## src/rtl/cpu_pkg.sv

```systemverilog
// ---------------------------------------------------------------------------
// cpu_pkg
//   Shared definitions for the multicycle CPU front end:
//     - PCSource encodings driven by the controller
//     - instruction field bit positions (32-bit instruction word)
//     - NOP opcode
//     - fetch FSM state type used by fetch_pc_unit
//   No ports (package).
// ---------------------------------------------------------------------------
package cpu_pkg;

   // Next-PC select codes; 3 is reserved and leaves the PC untouched.
   typedef enum logic [1:0] {
      PCSRC_ALU    = 2'd0,
      PCSRC_ALUOUT = 2'd1,
      PCSRC_JUMP   = 2'd2,
      PCSRC_RSVD   = 2'd3
   } pcsrc_e;

   // Instruction field positions.
   localparam int OPC_HI = 31;
   localparam int OPC_LO = 26;
   localparam int RD_HI  = 25;
   localparam int RD_LO  = 21;
   localparam int RS1_HI = 20;
   localparam int RS1_LO = 16;
   localparam int RS2_HI = 15;
   localparam int RS2_LO = 11;
   localparam int IMM_HI = 15;
   localparam int IMM_LO = 0;

   // Width of the jump target field ir[25:0].
   localparam int JTGT_W = 26;

   localparam logic [5:0] OPC_NOP = 6'b000000;

   // Fetch handshake FSM.
   typedef enum logic {
      IDLE = 1'b0,
      WAIT = 1'b1
   } fetch_state_e;

endpackage : cpu_pkg

```

## src/rtl/fetch_pc_unit_ir_decode.sv

```systemverilog
// ---------------------------------------------------------------------------
// ir_decode
//   Purely combinational slicing of the instruction register into the
//   fields consumed by the controller and the datapath.
//
//   Ports:
//     ir      in  INSTR_W  instruction register contents
//     opcode  out 6        ir[31:26]
//     rd      out 5        ir[25:21]
//     rs1     out 5        ir[20:16]
//     rs2     out 5        ir[15:11]
//     imm     out 16       ir[15:0]
// ---------------------------------------------------------------------------
module ir_decode
   import cpu_pkg::*;
#(
   parameter int INSTR_W = 32
) (
   input  logic [INSTR_W-1:0] ir,
   output logic [5:0]         opcode,
   output logic [4:0]         rd,
   output logic [4:0]         rs1,
   output logic [4:0]         rs2,
   output logic [15:0]        imm
);

   assign opcode = ir[OPC_HI:OPC_LO];
   assign rd     = ir[RD_HI:RD_LO];
   assign rs1    = ir[RS1_HI:RS1_LO];
   assign rs2    = ir[RS2_HI:RS2_LO];
   assign imm    = ir[IMM_HI:IMM_LO];

endmodule : ir_decode

```

## src/rtl/fetch_pc_unit.sv

```systemverilog
// ---------------------------------------------------------------------------
// fetch_pc_unit
//   Program counter and instruction register of the multicycle CPU.
//   Applies the controller's PCWrite / PCWriteCond / PCSource / IRWrite
//   strobes, and handshakes with a variable-latency instruction memory,
//   raising stall while a fetch is outstanding.
//
//   Parameters:
//     PC_W      PC / instruction address width (must exceed 26)
//     RESET_PC  PC value loaded on reset
//     INSTR_W   instruction width (field layout assumes 32)
//
//   Ports:
//     clk          in   rising-edge clock
//     reset        in   synchronous active-high reset
//     PCWrite      in   unconditional PC load
//     PCWriteCond  in   PC load qualified by zero
//     PCSource     in 2 next-PC select (cpu_pkg::pcsrc_e)
//     IRWrite      in   capture the fetched instruction
//     zero         in   ALU zero flag
//     alu_result   in   combinational ALU output (PC+1 during fetch)
//     alu_out      in   registered ALU output (branch target)
//     imem_rdata   in   instruction memory read data
//     imem_rvalid  in   imem_rdata valid this cycle
//     imem_addr    out  fetch address (= pc)
//     imem_req     out  fetch request
//     pc           out  current PC
//     opcode/rd/rs1/rs2/imm  out  decoded IR fields
//     stall        out  fetch outstanding, controller holds its state
//
//   Optional build macro FETCH_PERF_EN adds:
//     instr_count  out 32  IR captures since reset
//     stall_count  out 32  stalled cycles since reset
// ---------------------------------------------------------------------------
module fetch_pc_unit
   import cpu_pkg::*;
#(
   parameter int                PC_W     = 32,
   parameter logic [PC_W-1:0]   RESET_PC = '0,
   parameter int                INSTR_W  = 32
) (
   input  logic               clk,
   input  logic               reset,
   input  logic               PCWrite,
   input  logic               PCWriteCond,
   input  logic [1:0]         PCSource,
   input  logic               IRWrite,
   input  logic               zero,
   input  logic [PC_W-1:0]    alu_result,
   input  logic [PC_W-1:0]    alu_out,
   input  logic [INSTR_W-1:0] imem_rdata,
   input  logic               imem_rvalid,
   output logic [PC_W-1:0]    imem_addr,
   output logic               imem_req,
   output logic [PC_W-1:0]    pc,
   output logic [5:0]         opcode,
   output logic [4:0]         rd,
   output logic [4:0]         rs1,
   output logic [4:0]         rs2,
   output logic [15:0]        imm,
   output logic               stall
`ifdef FETCH_PERF_EN
   ,
   output logic [31:0]        instr_count,
   output logic [31:0]        stall_count
`endif
);

   fetch_state_e        state;
   fetch_state_e        state_next;
   logic [INSTR_W-1:0]  ir;
   logic                ir_load;
   logic                pc_load;
   logic [PC_W-1:0]     pc_next;
   logic [PC_W-1:0]     jump_pc;

   // Fetch FSM: state register, PC and IR.
   always_ff @(posedge clk) begin
      if (reset) begin
         state <= IDLE;
         pc    <= RESET_PC;
         ir    <= '0;
      end else begin
         state <= state_next;
         if (ir_load) begin
            ir <= imem_rdata;
         end
         if (pc_load) begin
            pc <= pc_next;
         end
      end
   end

   // Next-state and handshake decode.
   // A fetch that completes in WAIT drops stall in that same cycle, so the
   // PC+1 load the controller is still presenting lands together with the
   // IR capture. In IDLE, rvalid without IRWrite is ignored, which also
   // discards any late response to a fetch that was cut short by reset.
   always_comb begin
      state_next = state;
      stall      = 1'b0;
      ir_load    = 1'b0;
      unique case (state)
         IDLE: begin
            if (IRWrite) begin
               if (imem_rvalid) begin
                  ir_load = 1'b1;
               end else begin
                  stall      = 1'b1;
                  state_next = WAIT;
               end
            end
         end
         WAIT: begin
            if (imem_rvalid) begin
               ir_load    = 1'b1;
               state_next = IDLE;
            end else begin
               stall = 1'b1;
            end
         end
         default: begin
            state_next = IDLE;
         end
      endcase
   end

   assign imem_req  = IRWrite | (state == WAIT);
   assign imem_addr = pc;

   // Unconditional load takes priority simply by OR-ing; a stalled fetch
   // must not advance the PC until the instruction has arrived.
   assign pc_load = (PCWrite | (PCWriteCond & zero)) & ~stall;

   // Jump keeps the PC's upper bits and splices in the 26-bit target.
   always_comb begin
      jump_pc                = pc;
      jump_pc[JTGT_W-1:0]    = ir[JTGT_W-1:0];
   end

   always_comb begin
      pc_next = pc;
      case (pcsrc_e'(PCSource))
         PCSRC_ALU:    pc_next = alu_result;
         PCSRC_ALUOUT: pc_next = alu_out;
         PCSRC_JUMP:   pc_next = jump_pc;
         default:      pc_next = pc;
      endcase
   end

   ir_decode #(
      .INSTR_W (INSTR_W)
   ) u_ir_decode (
      .ir     (ir),
      .opcode (opcode),
      .rd     (rd),
      .rs1    (rs1),
      .rs2    (rs2),
      .imm    (imm)
   );

`ifdef FETCH_PERF_EN
   // Free-running event counters; wrap naturally at 2^32.
   always_ff @(posedge clk) begin
      if (reset) begin
         instr_count <= '0;
         stall_count <= '0;
      end else begin
         if (ir_load) begin
            instr_count <= instr_count + 32'd1;
         end
         if (stall) begin
            stall_count <= stall_count + 32'd1;
         end
      end
   end
`endif

endmodule : fetch_pc_unit

```

## config.mk

```make
export PLATFORM = sky130hd
export DESIGN_NAME = fetch_pc_unit
export DESIGN_NICKNAME = d
export VERILOG_FILES = /design/src/rtl/cpu_pkg.sv /design/src/rtl/fetch_pc_unit_ir_decode.sv /design/src/rtl/fetch_pc_unit.sv
export SDC_FILE = /design/constraint.sdc
export NUM_CORES = 1
export LEC_CHECK = 0
export BUFFER_PORTS_ARGS = -buffer_cell sky130_fd_sc_hd__buf_2
export CORE_AREA = 2 2 92 94
export CTS_CLUSTER_DIAMETER = 40
export CTS_CLUSTER_SIZE = 16
export DETAILED_ROUTE_END_ITERATION = 16
export DIE_AREA = 0 0 94 96
export PLACE_DENSITY = 0.79
export SYNTH_ARGS = -nofsm -noshare
export SYNTH_HDL_FRONTEND = slang
export SYNTH_SLANG_ARGS = --single-unit
```

## constraint.sdc

```tcl
create_clock -name clk -period 2.1 [get_ports clk]
set_clock_uncertainty 0.2 [all_clocks]
set_input_delay 0.21 -clock clk [delete_from_list [all_inputs] [get_ports clk]]
set_output_delay 0.21 -clock clk [all_outputs]
set_load 0.02 [all_outputs]
```

## Word-level counts from Yosys, hierarchy flattened

Index checks and enable logic that the tools add are counted.

| cells by class | value |
|---|---|
| $add $sub $neg | 0 |
| $mul | 0 |
| divide/modulo/power cells | 0 |
| magnitude comparators | 0 |
| eq/ne operators | 2 |
| shift-type cells | 0 |
| mux-type cells | 7 |
| bitwise operators | 7 |
| reductions and logical operators | 5 |

Operators by type and width:

| operator | count |
|---|---|
| case mux 32 bit (3 select lines) | 1 |
| 2-to-1 mux 1 bit | 4 |
| case mux 1 bit (2 select lines) | 2 |
| inverter 1 bit | 3 |
| AND reduction 3 bit | 1 |
| nonzero test 3 bit | 1 |
| bitwise AND 1 bit | 2 |
| equality test 2 x 1 -> 1 bit, second input constant | 1 |
| equality test 2 bit, second input constant | 1 |
| zero test 2 bit | 1 |
| OR 1 bit | 2 |
| AND reduction 2 bit | 1 |
| nonzero test 2 bit | 1 |

| word-level totals | value |
|---|---|
| flip-flop bits (word level) | 65 |
| latch bits | 0 |
| RAM bits | 0 |
| ROM bits | 0 |
| bits of input ports | 105 |
| logic and storage cells | 25 |
| memories kept | 0 |

## Logic depth before layout (Yosys ltp)

| depth | value |
|---|---|
| depth in word-level cells | 6 |
| depth in mapped cells | 7 |

## Hierarchy

Synthesis repeated with hierarchy kept, for this count alone.

| second synthesis, totals | value |
|---|---|
| cell total of the unflattened synthesis | 440 |
| area total of the unflattened synthesis | 3654.8 µm² |

By module, submodules not included:

| module | instances | cells each | area each (µm²) | seq. area each (µm²) |
|---|---|---|---|---|
| fetch_pc_unit | 1 | 403 | 3377.0 | 1301.2 |
| ir_decode | 1 | 37 | 277.8 | 0.0 |

## Worst setup path before layout

No wires, ideal clock.

| timing | value |
|---|---|
| path kind | input port to flip-flop |
| from | input port PCSource[0] |
| to | register pc[26] (netlist: imem_addr[26]) |
| data arrival time | 1558 ps |
| setup slack | 220 ps |
| stages on the path | 6 |
| path buffers | 2 |
| path through | inv_1 ha_1 clkbuf_1 or4_4 buf_6 mux2_4 |

| on the way | value |
|---|---|
| longest elaborated chain between the ends | 3 |
| elaborated cells between the ends (all ways) | 7 |
| those cells by class | eq/ne (2); mux (1); bitwise (1); reduce/logical (3) |

RTL lines:

| what | line | source |
|---|---|---|
| from (decl) | fetch_pc_unit.sv:46 | `input logic [1:0] PCSource,` |
| equality test 2 x 1 -> 1 bit (tied with other cells) | fetch_pc_unit.sv:143 | `case (pcsrc_e'(PCSource))` |
| nonzero test 2 bit (no source line) / inverter 1 bit (equally long branches) | -- |  |
| AND reduction 3 bit (no source line) | -- |  |
| to (signal assigned) | fetch_pc_unit.sv:89 | `pc <= pc_next;` |
| to (decl) | fetch_pc_unit.sv:55 | `output logic [PC_W-1:0] pc,` |

Several ways; a longest one is shown, not always the timed one.
A chain may end at the register's enable or synchronous reset.

## Final worst setup path

| timing | value |
|---|---|
| from | register state |
| to | register pc[0] (netlist: imem_addr[0]) |

| on the way | value |
|---|---|
| longest elaborated chain between the ends | 5 |

RTL lines:

| what | line | source |
|---|---|---|
| from (decl) | fetch_pc_unit.sv:69 | `fetch_state_e state;` |
| from (signal assigned) | fetch_pc_unit.sv:84 | `state <= state_next;` |
| inverter 1 bit | -- |  |
| case mux 1 bit (2 select lines) * | fetch_pc_unit.sv:103 | `unique case (state)` |
| inverter 1 bit * | fetch_pc_unit.sv:133 | `assign pc_load = (PCWrite \| (PCWriteCond & zero)) & ~stall;` |
| bitwise AND 1 bit * | fetch_pc_unit.sv:133 |  |
| AND reduction 2 bit (no source line) * | -- |  |

Mark *: on every way between the ends. The rest lies on a longest branch, timed or not.

==> tab_implementation.tex <==
\begin{tabular}{lr}
\hline
Metric & Value \\
\hline
\multicolumn{2}{l}{\textbf{Outcome}} \\
Status & completed \\
\multicolumn{2}{l}{\textbf{Global route}} \\
First-pass GRT wire length & 16000 um \\
Maximum number of pins on one net before global-route repair & 98 \\
Global routing usage summed across all routing layers & 0.226 \\
Vias in the first global route & 3413 \\
Total congestion overflow after global routing & 0 \\
Initial antenna violation count & 0 \\
\multicolumn{2}{l}{\textbf{Final layout}} \\
Antenna cell count & 0 \\
Final std cell area, no fill & 0.00478 sq mm \\
Number of standard cells in the final layout excluding fillers & 706 \\
Filler instances & 736 \\
Post-layout nets & 705 \\
Area Overhead vs Synth & 39.9\% \\
Share of post-route cells with drive strength above 1 & 0.406 \\
\multicolumn{2}{l}{\textbf{Power and ir drop}} \\
Power density cells & 681 mW/mm\^{}2 \\
Lkg Pwr & 2.45 nW \\
Maximum vdd ir drop & 0.459 mV \\
Overall power of the completed layout & 3.25 mW \\
\multicolumn{2}{l}{\textbf{Worst setup path}} \\
Kind of capture point of the worst setup path & flip-flop \\
Crit-path max FO & 26 \\
Startpoint-to-endpoint class of the critical path & flip-flop to flip-flop \\
Worst Path Arrival & 1.82 ns \\
Startpoint type of the worst setup path & flip-flop \\
Req. time, crit path & 2.10 ns \\
\multicolumn{2}{l}{\textbf{Job}} \\
Reported max-cap violation count & 0 \\
\multicolumn{2}{l}{\textbf{Synth}} \\
Number of enable-type register cells in the synthesized netlist & 0 \\
Per-instance average area after synthesis & 8.37 sq um \\
Fraction of post-synthesis cell area in the top cell type by area & 0.381 \\
Top cells by count, synth & 65 x dfxtp\_1, 64 x nand2\_1, 39 x a21oi\_1, 39 x buf\_4, 32 x nand2b\_1 \\
Primary flip-flop cell chosen by synthesis mapping & dfxtp\_1 \\
Syn nets & 517 \\
Cell with the most instances after synthesis & dfxtp\_1 \\
Count of mapped cells out of synthesis & 408 \\
Sequential fraction of the synthesis area & 0.381 \\
Synth warnings & 0 \\
Proportion of synthesized flip-flops having asynchronous set or reset & 0 \\
Top cells by area in the synthesized netlist & dfxtp\_1 38\%, buf\_4 8.6\%, mux2i\_1 7.6\% \\
Post-synthesis cell type count & 24 \\
Biggest area consumer among synthesized cells & dfxtp\_1 \\
\#FFs+latches synth & 65 \\
Summed instance area of the synthesized netlist & 0.00341 sq mm \\
\multicolumn{2}{l}{\textbf{Floorplanning}} \\
Initial core utilization & 0.424 \\
Row Count & 33 \\
Horizontal die dimension & 94 um \\
Die Y-Extent & 96 um \\
Top Ports & 208 \\
Placeable Area & 0.00805 sq mm \\
Area of the die & 0.00902 sq mm \\
\multicolumn{2}{l}{\textbf{STA}} \\
Setup repair after global routing missed its margin & false \\
Slew headroom & 0.687 \\
Setup total negative slack & 0 ns \\
Number of endpoints with negative hold slack in the final report & 0 \\
Min cycle time layout & 1.82 ns \\
Post-route clock period utilization & 0.869 \\
Total setup violations reported at the end of the flow & 0 \\
Maximum clock frequency & 0.548 GHz \\
Count of final max-slew check failures & 0 \\
Final Worst Setup Slack & 0.275 ns \\
Pin slew with the least headroom to its limit & 0.469 ns \\
\multicolumn{2}{l}{\textbf{Route}} \\
First-pass DRT Iterations & 5 \\
Post-route ant nets & 0 \\
Via density per instance & 5.03 \\
Post-Route WL & 10500 um \\
Starting DRC count in detailed routing & 164 \\
Total via count in the routed design & 3552 \\
Post-route DRC violation count & 0 \\
Wirelength per Cell & 14.9 um \\
\multicolumn{2}{l}{\textbf{Clock tree}} \\
Master cell of the clock root buffer & clkbuf\_8 \\
Clock sink count & 65 \\
Number of instances resized during post-cts repair & 0 \\
Cts-stage hold buffer count & 32 \\
Clk\_lat worst skew & 0.33 ns \\
Count of buffers added by post-CTS timing repair for setup & 0 \\
Clock buffer count from CTS & 9 \\
Clock-pin slew of the registers on the worst-case setup and hold paths & 0.08 ns \\
CTS tree & built \\
Count of H-tree levels built during CTS & 3 \\
Maximum root-to-sink buffer count & 2 \\
\multicolumn{2}{l}{\textbf{Placement}} \\
Routability cong. & 0.752 \\
Buffers on Ports & 207 \\
Instance area at placement & 0.00426 sq mm \\
Instance count after placement with tap cells included & 658 \\
DP Wirelength & 7110 um \\
Pre-CTS setup slack & 0.231 ns \\
\multicolumn{2}{l}{\textbf{Hold path}} \\
Tightest Hold Check Type & input pin to flip-flop \\
\hline
\end{tabular}
## flip-flops by register name (all words and copies together) (netlist names)
signal and count:
ir 32, imem_addr 32, state 1
## path summary, 6_finish.rpt
path,slack [ns],endpoint,cells after the start,start
setup / recovery,0.28,imem_addr[0]$_SDFFE_PP0P_,4,state$_SDFF_PP0_
hold / removal,0.05,imem_addr[22]$_SDFFE_PP0P_,4,alu_result[22]
setup reg to reg,0.28,imem_addr[0]$_SDFFE_PP0P_,4,state$_SDFF_PP0_
hold reg to reg,0.26,ir[29]$_SDFFE_PP0P_,2,ir[29]$_SDFFE_PP0P_
## cell usage in the layout, fill, tap and decap left out
master	count
buf_2	207
o21ai_2	1
ha_1	3
a22oi_1	26
dlygate4sd3_1	32
inv_1	2
bufinv_16	1
nor2b_1	7
o21ba_1	1
mux2i_1	26
or2_2	1
nor2_1	27
ha_2	1
or4_4	1
clkinvlp_4	1
inv_6	1
nand2_1	64
buf_12	2
nand3_1	6
clkbuf_8	9
or3_2	1
dfxtp_1	65
a21oi_1	39
a211o_1	26
buf_4	8
mux2_4	6
o21a_1	1
clkinv_2	3
clkinv_4	1
nand2b_1	32
## where the power goes
group / total (mW) / leakage, nW / switching [mW] / internal [mW]
sequential: 1.37 / 0.532 / 0.0618 / 1.31
combinational: 0.824 / 1.82 / 0.467 / 0.357
clock: 1.05 / 0.0994 / 0.506 / 0.548
total: 3.25 / 2.45 / 1.03 / 2.22
## critical path: stages (launching register included)
cell	delay [ns]
dfxtp_1	0.34
o21ba_1	0.21
or3_2	0.45
buf_4	0.29
mux2i_1	0.18
## area by class of cell
cell class                      instances  area, sq um  area share
Inverter                                2         7.51     0.00157
Sequential cell                        65         1300       0.272
Multi-Input combinational cell        269         1690       0.353
Timing Repair Buffer                  249         1460       0.305
Clock inverter                          7         70.1      0.0147
Clock buffer                            9          124      0.0259
Tap cell                              105          131      0.0275
## metal layers
metal / vias to the layer above / global-route usage / part of all wire
li1: 1724 / - / -
met1: 1671 / 0.258 / 0.39
met2: 148 / 0.413 / 0.53
met3: 9 / 0.0603 / 0.076
met4: 0 / 0.0664 / 0.0082
met5: - / 0 / 0
## metrics by stage
step	util	hold WS, ns
6_report	0.593	0.0472
2_1_floorplan	-	0.146
4_1_cts	0.593	0.0277
5_1_grt	0.593	0.0376
3_3_place_gp	0.530	0.241
3_5_place_dp	0.530	0.247
## cells by family (layout without fill, tap and decap cells)
| family | Yosys count | in the layout | share of synthesized area |
|---|---|---|---|
| flip-flops | 65 | 65 | 0.381 |
| AO/OA/AOI/OAI | 94 | 94 | 0.188 |
| adder cells (fa/ha/maj) | 4 | 4 | 0.0147 |
| multiplexers | 32 | 32 | 0.103 |
| AND/OR/NAND/NOR | 139 | 139 | 0.187 |
| buffers and inverters | 74 | 267 | 0.127 |
Note: power is estimated with default switching activity, not from simulation.
